[config.mk]
export PLATFORM = sky130hd
export DESIGN_NAME = servo_pwm_driver
export DESIGN_NICKNAME = d
export VERILOG_FILES = /design/src/rtl/servo_pwm_driver.sv
export SDC_FILE = /design/constraint.sdc
export NUM_CORES = 1
export LEC_CHECK = 0
export BUFFER_PORTS_ARGS = -buffer_cell sky130_fd_sc_hd__buf_2
export CORE_UTILIZATION = 45
export CTS_CLUSTER_SIZE = 28
export DETAILED_ROUTE_END_ITERATION = 10
export HOLD_SLACK_MARGIN = 0.1
export SETUP_SLACK_MARGIN = 0.05
export SLEW_MARGIN = 20
export SYNTH_ARGS = -nofsm -noshare
export SYNTH_HDL_FRONTEND = slang
export SYNTH_SLANG_ARGS = --single-unit
[constraint.sdc]
create_clock -name clk -period 4.1 [get_ports clk]
set_input_delay 0.82 -clock clk [delete_from_list [all_inputs] [get_ports clk]]
set_output_delay 0.82 -clock clk [all_outputs]
set_load 0.01 [all_outputs]
[src/rtl/servo_pwm_driver.sv]
// servo_pwm_driver: two-axis servo PWM generator with per-frame slew limiting and a settled flag.
module servo_pwm_driver #(
  parameter int TICKS_PER_US = 50,
  parameter int PERIOD_US    = 20000,
  parameter int MIN_US       = 600,
  parameter int STEP_US      = 10,
  parameter int MAX_DEG      = 180,
  parameter int HOME_DEG     = 90,
  parameter int SLEW_DEG     = 5
) (
  input  logic       clk,
  input  logic       rst_n,
  input  logic [8:0] base_angle,
  input  logic [8:0] arm_angle,
  input  logic       cmd_valid,
  output logic       base_pwm,
  output logic       arm_pwm,
  output logic [8:0] base_cur,
  output logic [8:0] arm_cur,
  output logic       settled
);
  localparam int PW = TICKS_PER_US > 1 ? $clog2(TICKS_PER_US) : 1;
  localparam int UW = $clog2(PERIOD_US);
  localparam logic signed [9:0] SL = 10'(SLEW_DEG);
  logic [PW-1:0] r_pre;
  logic [UW-1:0] r_us;
  logic r_run, r_settled, r_dirty;
  logic [8:0] r_base_tgt, r_arm_tgt, r_base_cur, r_arm_cur;
  logic w_tick, w_fe, w_chg, w_diff, w_match;
  logic [8:0] w_base_cl, w_arm_cl;
  logic [UW-1:0] w_base_w, w_arm_w;
  function automatic logic [8:0] clamp(input logic [8:0] a);
    return a > 9'(MAX_DEG) ? 9'(MAX_DEG) : a;
  endfunction
  function automatic logic [8:0] slew(input logic [8:0] cur, input logic [8:0] tgt);
    logic signed [9:0] d;
    d = $signed({1'b0, tgt}) - $signed({1'b0, cur});
    return (SLEW_DEG == 0 || (d <= SL && d >= -SL)) ? tgt :
           d[9] ? cur - 9'(SLEW_DEG) : cur + 9'(SLEW_DEG);
  endfunction
  // r_run holds the timebase at zero for one cycle so the first frame starts cleanly after reset
  assign w_tick    = r_pre == PW'(TICKS_PER_US - 1);
  assign w_fe      = r_run && w_tick && r_us == UW'(PERIOD_US - 1);
  assign w_base_cl = clamp(base_angle);
  assign w_arm_cl  = clamp(arm_angle);
  assign w_chg     = cmd_valid && (w_base_cl != r_base_tgt || w_arm_cl != r_arm_tgt);
  assign w_diff    = cmd_valid && (w_base_cl != r_base_cur || w_arm_cl != r_arm_cur);
  assign w_match   = r_base_cur == r_base_tgt && r_arm_cur == r_arm_tgt;
  assign w_base_w  = UW'(MIN_US) + UW'(r_base_cur) * UW'(STEP_US);
  assign w_arm_w   = UW'(MIN_US) + UW'(r_arm_cur) * UW'(STEP_US);
  assign base_pwm  = r_run && r_us < w_base_w;
  assign arm_pwm   = r_run && r_us < w_arm_w;
  assign base_cur  = r_base_cur;
  assign arm_cur   = r_arm_cur;
  assign settled   = r_settled;
  always_ff @(posedge clk) begin
    if (!rst_n) begin
      r_run      <= 1'b0;
      r_pre      <= '0;
      r_us       <= '0;
      r_base_tgt <= 9'(HOME_DEG);
      r_arm_tgt  <= 9'(HOME_DEG);
      r_base_cur <= 9'(HOME_DEG);
      r_arm_cur  <= 9'(HOME_DEG);
      r_settled  <= 1'b0;
      r_dirty    <= 1'b0;
    end else begin
      r_run <= 1'b1;
      if (r_run) begin
        r_pre <= w_tick ? '0 : r_pre + PW'(1);
        if (w_tick) r_us <= w_fe ? '0 : r_us + UW'(1);
      end
      if (cmd_valid) begin
        r_base_tgt <= w_base_cl;
        r_arm_tgt  <= w_arm_cl;
      end
      // slew and settle decisions use the targets that were in force during the ending frame
      if (w_fe) begin
        r_base_cur <= slew(r_base_cur, r_base_tgt);
        r_arm_cur  <= slew(r_arm_cur, r_arm_tgt);
        r_settled  <= w_match && !r_dirty && !w_chg && !w_diff;
        r_dirty    <= 1'b0;
      end else begin
        r_settled <= r_settled && !w_diff;
        r_dirty   <= r_dirty || w_chg;
      end
    end
  end
endmodule

==> impl_results.md <==
- Share of cells above drive strength 1: 0.179
- Failing checks: setup timing
- Critical Path RT: 3.28 ns
- Power Internal: 1240 uW
- Final setup vio count: 1
- CP endpoint kind: output pin
- P_leak: ~0.0032 uW
- Minimum clock period: 4.52 ns
- Vias in the first global route: 5688
- GPL Wtd Cong: around 0.9
- I/O Buffers: 41
- Comb pwr share: 0.252
- Reg power frac: 0.339
- Routed vias: 6016
- Setup skew after layout: 0.00861 ns
- Cell Rows: 42
- GR Overflow Total: 0
- Total CTS buffers: 9
- Leading area contributor after synthesis: dfxtp_1
- Worst Max-Slew Pin Slew: 0.928 ns
- Detail Route Antenna Nets: 0
- DRC violations left: 0
- Post-synthesis mux area share: 0.0129
- Worst slack, placed: -0.0963 ns
- Tot GR Track Use: 0.254
- Top cells by count, synth: ha_1, nand2_1, dfxtp_1, nor2_1, inv_1
- Final period util: 1.10
- Cell with the most instances after synthesis: ha_1
- Fin Hold WS: 0.509 ns
- Top post-synthesis cells by area: dfxtp_1, ha_1, xnor2_1, xor2_1, nand2_1
- Worst-path fanout max: 3
- Final wirelength: approximately 18000 um
- HP Class: reg -> reg
- Max IR drop VDD: roughly 220 uV
- Ys Warns: 0
- H-tree depth: 3
- Simple-Gate Fraction of Synth Area: 0.211
- Yosys cell types: 72
- Status: finished with violations
- Clock sink count: 60
- Die Y: 119 um
- Switching Fraction: 0.317
- Antenna violations before repair: 0
- Cells after Synth: 771
- # diodes: 0
- RSZ-0062 raised after global routing: true
- Nets@finish: 962
- Main flop type after synthesis: dfxtp_1
- P&R area growth vs syn: 18.9%
- Dpl hpwl: 13600 um
- Maxcap violations: 0
- First DRT Iteration DRCs: 310
- Global-route wire length before repair: 28700 um
- Max-slew headroom: 0.373
- CP Launch Type: register
- Clk buf depth: 2
- Compound-gate portion of the synthesized area: 0.221
- Final setup margin: -0.425 ns
- Psw: 578 uW
- Synthesized area: 6190 um^2
- Initial Util: 0.464
- Largest family of logic cells by synthesized area: compound AO/OA/AOI/OAI gates
- Clock Root Buffer: clkbuf_16
- Setup TNS: -0.425 ns
- Clock network latency to the later pin of the worst-skew pair: 0.34 ns
- Top-level I/O count: 42
- F_max: 221 MHz
- Fin. Hold Viols: 0
- CTS clock-pin slew for the worst setup and hold paths: 0.06 ns
- Xor and xnor fraction of the mapped netlist area: 0.113
- Seq/Total Area, Yosys: 0.194
- Finished Core Util: 0.552
- Ys async rst share: 0
- Wirelength per Cell: approximately 17 um
- DR pass1 iterations: 5
- Yosys top cell area share: 0.194
- CTS tree: built
- Chip width: 119 um
- Synth Area in Adders: 0.199
- Syn Area/Cell: approximately 8.0 um^2
- P per Cell Area: 248 nW/um^2
- FF+latch count, synth: 60
- Core area: 13300 um^2
- Die ar.: ~14000 um^2
- Kind of critical path: reg -> out
- Critical path data arrival time: between 3 and 4 ns
- Post-synth EDFFs: 0
- Final Max Slew Viols: 0
- Avg Vias per Cell: around 5.9
- Clk network pwr share: 0.409
- Fillers: 1260
- Largest net degree at the start of global routing: 35
-- power groups by stage --
stage,sequential (uW),combinational [uW],clock [uW]
2_1_floorplan,622,339,0
3_3_place_gp,630,433,0
3_5_place_dp,631,447,0
4_1_cts,618,449,756
5_1_grt,620,509,788
6_report,618,460,745
-- metrics by stage --
stage | std cells | cell area, um^2 | total power, uW
detailed placement | 1006 | 6860 | 1080
finish | 1027 | 7360 | 1820
floorplan | 772 | 6250 | 962
CTS | 1026 | 7300 | 1820
global placement | 1006 | 6860 | 1060
global route | 1027 | 7360 | 1920
-- timing repair --
action / 4_1_cts / 5_1_grt
resized for setup: 25 / 8
endpoints found under the hold margin: 0 / 0
pin swaps: 22 / 11
setup buffers: 4 / 1
hold buffers: 0 / 0
gates cloned: 0 / 0
setup endpoints to repair: 2 / 6
-- cell usage in the layout, fill, tap and decap left out, drive strengths merged, types with 7 or more instances in the layout --
| cell | instances |
|---|---|
| inv | 49 |
| and3 | 9 |
| dfxtp | 60 |
| xor2 | 37 |
| nor2b | 10 |
| nor2 | 60 |
| clkbuf | 10 |
| a21o | 19 |
| nand2b | 9 |
| buf | 85 |
| nand4 | 20 |
| o211ai | 9 |
| xnor2 | 43 |
| o21ai | 48 |
| a21oi | 40 |
| a31oi | 7 |
| a211oi | 18 |
| nand2 | 67 |
| ha | 89 |
| o21bai | 8 |
| nand3 | 16 |
| nor3 | 20 |
| mux2i | 8 |
-- critical path: stages, from the launching register on --
cell and delay [ns]:
dfxtp_4 0.35, ha_4 0.24, ha_4 0.16, fa_2 0.36
a21oi_2 0.12, nor2_1 0.04, nor2_1 0.14, o21bai_1 0.11
a21oi_2 0.22, xnor2_2 0.16, o21ai_1 0.11, xor2_1 0.15
ha_1 0.27, and4b_1 0.22, a2111oi_4 0.30, nand2_1 0.10
a41oi_2 0.15, buf_2 0.15
-- layer usage --
metal  routed length [um]  GRT usage
met3                  981     0.0460
met5                    0          0
met4                  263     0.0648
met2                 8270      0.433
met1                 8040      0.329
-- flip-flops by register name, summed over array words and instances (netlist names) --
name        count
r_us           15
base_cur        9
r_base_tgt      9
r_arm_tgt       9
settled         1
r_pre           6
r_dirty         1
r_run           1
arm_cur         9
-- final timing paths --
| check | from | endpoint | slack, ns | cells after the start |
|---|---|---|---|---|
| min | r_pre[1]$_SDFFE_PN0P_ | r_pre[1]$_SDFFE_PN0P_ | 0.51 | 2 |
| max | base_cur[1]$_SDFFE_PN1P_ | base_pwm | -0.42 | 17 |
| max reg2reg | base_cur[1]$_SDFFE_PN1P_ | base_cur[7]$_SDFFE_PN0P_ | 0.34 | 17 |
| min reg2reg | r_pre[1]$_SDFFE_PN0P_ | r_pre[1]$_SDFFE_PN0P_ | 0.51 | 2 |
-- layout make-up --
class,count,area (um^2),share of cell area
multi-input combinational,642,4920,0.668
sequential,60,1210,0.165
timing repair buffer,85,536,0.0727
clock buffer,10,250,0.0340
tap,176,220,0.0299
inverter,48,180,0.0245
clock inverter,6,45.0,0.00612
-- cell families after synthesis --
group	after synthesis
buf+inv	70
compound gates	201
mux	8
simple gates	256
fa+ha+maj	95
xor+xnor	80
flops	60
other cells	1
(Power assumes the default switching activity.)
